===== src/rtl/snn_inference_ctrl.sv =====
// Inference sequencer for a spiking classifier: clears the neurons, runs N timesteps,
// then scans the per-class spike counters for the winner and hands it out with valid/ready.
module snn_inference_ctrl #(
   parameter int unsigned NUM_CLASSES = 10,
   parameter int unsigned WIDTH_P     = 8,
   parameter int unsigned STEP_W      = 8,
   localparam int unsigned CLS_W      = (NUM_CLASSES > 1) ? $clog2(NUM_CLASSES) : 1
) (
   input  logic                           clk_i,
   input  logic                           rst_i,
   input  logic                           start_i,
   input  logic                           abort_i,
   input  logic [STEP_W-1:0]              num_steps_i,
   input  logic [NUM_CLASSES*WIDTH_P-1:0] spike_counts_i,
   output logic                           clear_o,
   output logic                           step_en_o,
   output logic                           busy_o,
   output logic                           result_valid_o,
   input  logic                           result_ready_i,
   output logic [CLS_W-1:0]               result_class_o,
   output logic [WIDTH_P-1:0]             result_count_o
);

   typedef enum logic [2:0] {IDLE, CLEAR, RUN, SCAN, DONE} state_t;

   state_t               state_q;
   state_t               state_n;
   logic [STEP_W-1:0]    steps_q;
   logic [CLS_W-1:0]     scan_idx_q;
   logic [CLS_W-1:0]     best_cls_q;
   logic [CLS_W-1:0]     best_cls_n;
   logic [WIDTH_P-1:0]   best_cnt_q;
   logic [WIDTH_P-1:0]   best_cnt_n;
   logic [WIDTH_P-1:0]   cur_cnt;
   logic                 scan_last;

   assign scan_last = (scan_idx_q == CLS_W'(NUM_CLASSES - 1));

   // State register
   always_ff @(posedge clk_i) begin
      if (rst_i) begin
         state_q <= IDLE;
      end else begin
         state_q <= state_n;
      end
   end

   // Next-state logic; abort outranks every form of progress
   always_comb begin
      state_n = state_q;
      case (state_q)
         IDLE:  if (start_i) state_n = CLEAR;
         CLEAR: begin
            if (abort_i)                state_n = IDLE;
            else if (steps_q != '0)     state_n = RUN;
            else                        state_n = SCAN;
         end
         RUN: begin
            if (abort_i)                     state_n = IDLE;
            else if (steps_q == STEP_W'(1))  state_n = SCAN;
         end
         SCAN: begin
            if (abort_i)        state_n = IDLE;
            else if (scan_last) state_n = DONE;
         end
         DONE:  if (abort_i || result_ready_i) state_n = IDLE;
         default: state_n = IDLE;
      endcase
   end

   // Select the class under examination and fold it into the running maximum
   always_comb begin
      cur_cnt = '0;
      for (int unsigned k = 0; k < NUM_CLASSES; k++) begin
         if (scan_idx_q == CLS_W'(k)) cur_cnt = spike_counts_i[k*WIDTH_P +: WIDTH_P];
      end
      best_cls_n = best_cls_q;
      best_cnt_n = best_cnt_q;
      if ((scan_idx_q == '0) || (cur_cnt > best_cnt_q)) begin
         best_cls_n = scan_idx_q;
         best_cnt_n = cur_cnt;
      end
   end

   // Counters, argmax registers and outputs decoded from the upcoming state
   always_ff @(posedge clk_i) begin
      if (rst_i) begin
         steps_q        <= '0;
         scan_idx_q     <= '0;
         best_cls_q     <= '0;
         best_cnt_q     <= '0;
         result_class_o <= '0;
         result_count_o <= '0;
         clear_o        <= 1'b0;
         step_en_o      <= 1'b0;
         busy_o         <= 1'b0;
         result_valid_o <= 1'b0;
      end else begin
         clear_o        <= (state_n == CLEAR);
         step_en_o      <= (state_n == RUN);
         busy_o         <= (state_n != IDLE);
         result_valid_o <= (state_n == DONE);

         if (state_q == IDLE && start_i) steps_q <= num_steps_i;
         else if (state_q == RUN)        steps_q <= steps_q - STEP_W'(1);

         scan_idx_q <= (state_q == SCAN) ? scan_idx_q + CLS_W'(1) : '0;

         if (state_q == SCAN) begin
            best_cls_q <= best_cls_n;
            best_cnt_q <= best_cnt_n;
         end

         // Results only move on a completed scan, so they persist across handshakes and aborts
         if (state_q == SCAN && state_n == DONE) begin
            result_class_o <= best_cls_n;
            result_count_o <= best_cnt_n;
         end
      end
   end

endmodule


===== config.mk =====
export PLATFORM = sky130hd
export DESIGN_NAME = snn_inference_ctrl
export DESIGN_NICKNAME = d
export VERILOG_FILES = /design/src/rtl/snn_inference_ctrl.sv
export SDC_FILE = /design/constraint.sdc
export NUM_CORES = 1
export LEC_CHECK = 0
export CORE_ASPECT_RATIO = 0.7
export CORE_MARGIN = 5
export CORE_UTILIZATION = 46
export CTS_CLUSTER_DIAMETER = 30
export DETAILED_ROUTE_END_ITERATION = 6
export HOLD_SLACK_MARGIN = 0.15
export PLACE_DENSITY = 0.89
export SLEW_MARGIN = 20
export SYNTH_ARGS = -nofsm -noshare
export SYNTH_HDL_FRONTEND = slang
export SYNTH_SLANG_ARGS = --single-unit

===== constraint.sdc =====
create_clock -name clk_i -period 4.2 [get_ports clk_i]
set_input_delay 0.84 -clock clk_i [delete_from_list [all_inputs] [get_ports clk_i]]
set_output_delay 0.84 -clock clk_i [all_outputs]
set_load 0.005 [all_outputs]

Word-level counts from Yosys, hierarchy flattened:

Cells that the tools add are included.

* flip-flop bits (word level): 43
* output and inout port bits: 16
* input bits: 93
* logic and storage cells: 65

* bitwise gates (word level): 1
* $lt $le $gt $ge: 1
* multiplexer cells: 23
* equal/unequal tests: 17
* reductions and logical operators: 10
* add/subtract/negate cells: 2

Operator list (number)
* 8-bit 2-to-1 mux: 13
* 3-bit 2-to-1 mux: 6
* 4-bit by 3-bit equality test with 1-bit output (second input constant): 4
* 3-bit one-hot mux with 5 select lines: 1
* 3-bit by 2-bit equality test with 1-bit output (second input constant): 3
* 4-bit by 2-bit equality test with 1-bit output (second input constant): 2
* 4-bit equality test (second input constant): 2
* 8-bit by 1-bit equality test with 1-bit output (second input constant): 1
* 8-bit > comparator: 1
* 8-bit nonzero test: 1
* 8-bit by 1-bit subtractor with 8-bit output (second input constant): 1
* 3-bit by 1-bit equality test with 1-bit output (second input constant): 2
* 3-bit equality test (second input constant): 2
* 4-bit by 1-bit adder with 4-bit output (second input constant): 1
* 4-bit by 1-bit equality test with 1-bit output (second input constant): 1
* 4-bit logical NOT: 1
* 4-bit 2-to-1 mux: 1
* 3-bit logical NOT: 1
* 3-bit nonzero test: 1
* 1-bit logical AND: 2
* 1-bit logical OR: 2
* 2-bit 2-to-1 mux: 1
* 2-bit nonzero test: 1
* 2-bit OR reduction: 1
* 2 further kinds: 2

Depth between registers and ports, before layout:

* depth in word-level cells: 14
* mapped depth: 18
* depth with buffers taken out: 14

Worst setup path before layout:

No wires, ideal clock.

* path type: register to register
* start point: reg scan_idx_q[1]
* end point: reg result_class_o[0]
* arrival: 3583 ps
* required time: 4114 ps
* stages on the path, launching flop included: 18
* buffers on the path: 4
* setup time: 86 ps
* period minus slack after synthesis: 3669 ps
* slack: 531 ps
* cells stage by stage: dfxtp_1 inv_1 ha_1 buf_4 buf_2 nand3b_1 a221oi_2 o22ai_1 a221oi_2 ha_1 a21o_1 a211oi_2 or3b_1 buf_2 and2_1 buf_2 mux2i_1 a211oi_1

* word-level cells in the longest chain between the ends: 14
* elaborated cells on any way between the ends: 28
* classes of those cells: order compare (1); eq/ne (10); mux (14); reduce/logical (3)

Ends and longest elaborated chain
* from (decl): line 29 `logic [CLS_W-1:0] scan_idx_q;`
* from (signal assigned): line 107 `scan_idx_q <= (state_q == SCAN) ? scan_idx_q + CLS_W'(1) : '0;`
* 4-bit logical NOT: line 75, 79
* 8-bit 2-to-1 mux (10 in a row): line 75 `if (scan_idx_q == CLS_W'(k)) cur_cnt = spike_counts_i[k*WIDTH_P +: WIDTH_P];`
* 8-bit > comparator: line 79 `if ((scan_idx_q == '0) || (cur_cnt > best_cnt_q)) begin`
* 1-bit logical OR: line 79
* 4-bit 2-to-1 mux: line 79
* to (signal assigned): line 116 `result_class_o <= best_cls_n;`
* to (decl): line 20 `output logic [CLS_W-1:0] result_class_o,`

Several ways; a longest one is shown, not always the timed one.
A chain may end at the register's enable or synchronous reset.

Worst setup path after layout:

* start point: in spike_counts_i[13]
* end point: reg best_cls_q[2]

* word-level cells in the longest chain between the ends: 12

Ends and longest elaborated chain
* from (decl): line 14 `input logic [NUM_CLASSES*WIDTH_P-1:0] spike_counts_i,`
* 8-bit 2-to-1 mux (9 in a row): line 75
* 8-bit > comparator: line 79
* 1-bit logical OR: line 79
* 4-bit 2-to-1 mux: line 79
* to (signal assigned): line 110 `best_cls_q <= best_cls_n;`
* to (decl): line 30 `logic [CLS_W-1:0] best_cls_q;`

Every way passes these cells.

==> impl_metrics.toml <==
[hold_path]
min_path_cells = 2
hold_class = "flop to flop"

[clock_tree]
ctsHoldBuffers = 0
path_clk_slew_ns = 0.08
clockBufferDepth = 2
numCtsBuffers = 5
cts.sinks = 43
insertion_delay_ns = 0.30
cts_max_level = 2
cts_tree = "done"
root_buffer = "clkbuf_8"

[cells_and_area]
layout-drive-gt1-share_pct = 10.1
fin_util_pct = 66.5
final_cell_mix = "clkdlybuf4s50_1, nor2_1, dfxtp_1, inv_1, nand2_1"
layoutNonFillerInstCount = 598
area_growth_pct = 42.5
fin_nets = 610
fillers = 556
antenna_cells = 0
final_common_cell = "clkdlybuf4s50_1"

[synth]
ys_top_cells_by_area = "dfxtp_1, nor2_1, a221oi_2"
yosysTopAreaCell = "dfxtp_1"
ys.flop_type = "dfxtp_1"
synth_top_cell_area_share_pct = 27.6
syn_area_um2 = 3120
synth_seq_cells = 43
synth_edf_count = 0
ys_seq_area_share_pct = 27.6
synthArstFlopShare_pct = 0
ys_warn_count = 0
synth_area_per_cell_um2 = 7.89
synthCells = 396
syn_nets = 503
yosysUniqueCellTypes = 52

[worst_setup_path]
cp-end-kind = "flop"
worstRegToRegCells = 13
path_class = "input port to flop"
start_kind = "input port"
worst-path-stages = 12
critPathLaunch = "spike_counts_i[13]"
crit_buf_inv = 1
crit_fanout = 12
worst_r2r_endpoint = "best_cls_q[2]"
cp_data_arrival_time_ns = 4.24
r2r_start = "scan_idx_q[0]"
endpoint = "best_cls_q[2]"
slowest_stage = "a2111oi_2"
cp_data_required_time_ns = 4.38
critPathTopFamily = "compound AO/OA/AOI/OAI gates"
critPathMaxStageDelay_ns = 0.64
path_cells = "clkdlybuf4s50_1 > a21oi_1 > a221o_1 > a2111o_1 > a221oi_4 > ha_1 > nand3_1 > nor4_1 > a2111oi_2 > nand2_4 > mux2i_1 > nor2_1"
r2r_setup_slack_ns = 0.16

[timing]
finalCriticalPeriod_ns = 4.06
relSlewSlack_pct = 56.6
fin_setup_tns_ns = 0
drv_slew = 0
rsz0062_at_grt = "yes"
hold_violations = 0
fin_worst_skew_ns = 0.00791
finalCritPeriodShare_pct = 96.7
fmax_mhz = 246
tightest_slew_ns = 0.649
whs_ns = 0.473
setup_viol = 0

[route]
wl_met3_um = 745
top_layer_used = "met4"
wl_met1_um = 4380
drt_wl_total_um = 10000
ant_nets = 0
drc = 0
vias = 3462
dr_wl_met2_um = 4710
drtIter0Drc = 275
via_per_inst = 5.79
firstDrtPassIters = 5
wl_per_cell_um = 16.8

[floorplan]
dieHeight_um = 79.0
io_pins = 109
core_area_um2 = 6690
start_util_pct = 46.7
die_area_um2 = 8570
fp.dieW_um = 109
row_count = 25

[power_and_ir_drop]
sw_frac_of_total_pct = 25.6
p_per_area_nw_per_um2 = 197
sequentialPowerShare_pct = 48.7
intPower_w = 0.000653
finalPower_w = 0.000877
clkPwrFrac_pct = 29.8
p_switching_w = 0.000224
pwr-share-comb_pct = 21.5
irDropWorstVdd_mv = 0.169
p_leak_nw = 1.72

[place]
portBuffers = 108
gp_congestion = 0.958
placed_cells = 590
hpwl_um = 7930

[global_routing]
antenna_found_initial = 0
track_usage_pct = 22.8
overflow = 0
grt_pass1_wl_um = 15800
grt_pass1_vias = 3312
grt_max_degree = 22

[status]
outcome = "completed"

[run]
max_cap_viol_count = 0
==> state kept, by name, indices dropped and copies added (netlist names), 3 cells and up <==
| name | flops |
|---|---|
| best_cls_q | 4 |
| scan_idx_q | 4 |
| result_class_o | 4 |
| result_count_o | 8 |
| state_q | 3 |
| best_cnt_q | 8 |
| steps_q | 8 |
==> tightest hold or removal path, stage by stage, from the launching register on <==
cell and delay, ns:
dfxtp_1 0.33, nand2_1 0.06, a21oi_1 0.05
==> synthesized netlist by cell type, types with 8 or more instances <==
library cell	number
ha_1	14
a221oi_1	15
clkbuf_1	17
a221oi_2	12
a211oi_1	9
nand2_1	30
a21oi_1	27
nand3b_1	19
mux2i_1	14
inv_1	37
a311oi_1	8
nor2_1	50
nor3_1	8
dfxtp_1	43
buf_2	8
o22ai_1	13
==> per-layer routing <==
metal / up-vias / track usage, %
met1: 1621 / 30.5
met4: 0 / 6.31
met5: - / 0
li1: 1667 / -
met3: 26 / 4.87
met2: 148 / 37.1
==> cells by family (layout without fill, tap and decap cells) <==
kind of cell,after synthesis,count (layout),share of synthesized area (%)
AO/OA/AOI/OAI,111,111,29.2
XOR/XNOR,5,5,1.40
adder cells (fa/ha/maj),14,14,5.61
buffers and inverters,66,174,8.73
flip-flops,43,43,27.6
multiplexers,14,14,4.49
AND/OR/NAND/NOR,143,143,23.0
==> power by group through the flow <==
stage          sequential, W  combinational [W]  clock, W
2_1_floorplan       0.000435          0.0000751         0
3_3_place_gp        0.000436           0.000181         0
3_5_place_dp        0.000437           0.000186         0
4_1_cts             0.000427           0.000188  0.000263
5_1_grt             0.000429           0.000205  0.000283
6_report            0.000427           0.000188  0.000261
==> layout make-up <==
cell class	count	area, µm²	area share (%)
repair buffers	129	1240	27.8
flip-flops and latches	43	861	19.3
multi-input cells	287	2010	45.2
well taps	94	118	2.64
inverters	37	139	3.12
clock buffers	6	72.6	1.63
clock inverters	2	12.5	0.281
==> through the flow <==
stage,worst slack (ns),cell area [µm²]
after detailed placement,-0.0405,4350
after CTS,0.112,4440
after global routing,-0.0339,4450
after floorplan,0.531,3120
final,0.137,4450
after global placement,0.100,4350
==> timing repair <==
item | 4_1_cts | 5_1_grt
endpoints found under the hold margin | 0 | 0
buffers inserted | 0 | 0
gates resized for setup | 0 | 4
setup endpoints to repair | 0 | 22
==> worst min-delay path by stage <==
stage / startpoint / to / slack (ns)
finish: result_count_o[0] / result_count_o[0] / 0.47
global route: result_count_o[0] / result_count_o[0] / 0.50
CTS: result_count_o[0] / result_count_o[0] / 0.47
detailed placement: result_count_o[0] / result_count_o[0] / 0.46
global placement: result_count_o[0] / result_count_o[0] / 0.46
floorplan: result_count_o[0] / result_count_o[0] / 0.45
Note: power is estimated with default switching activity, not from simulation.
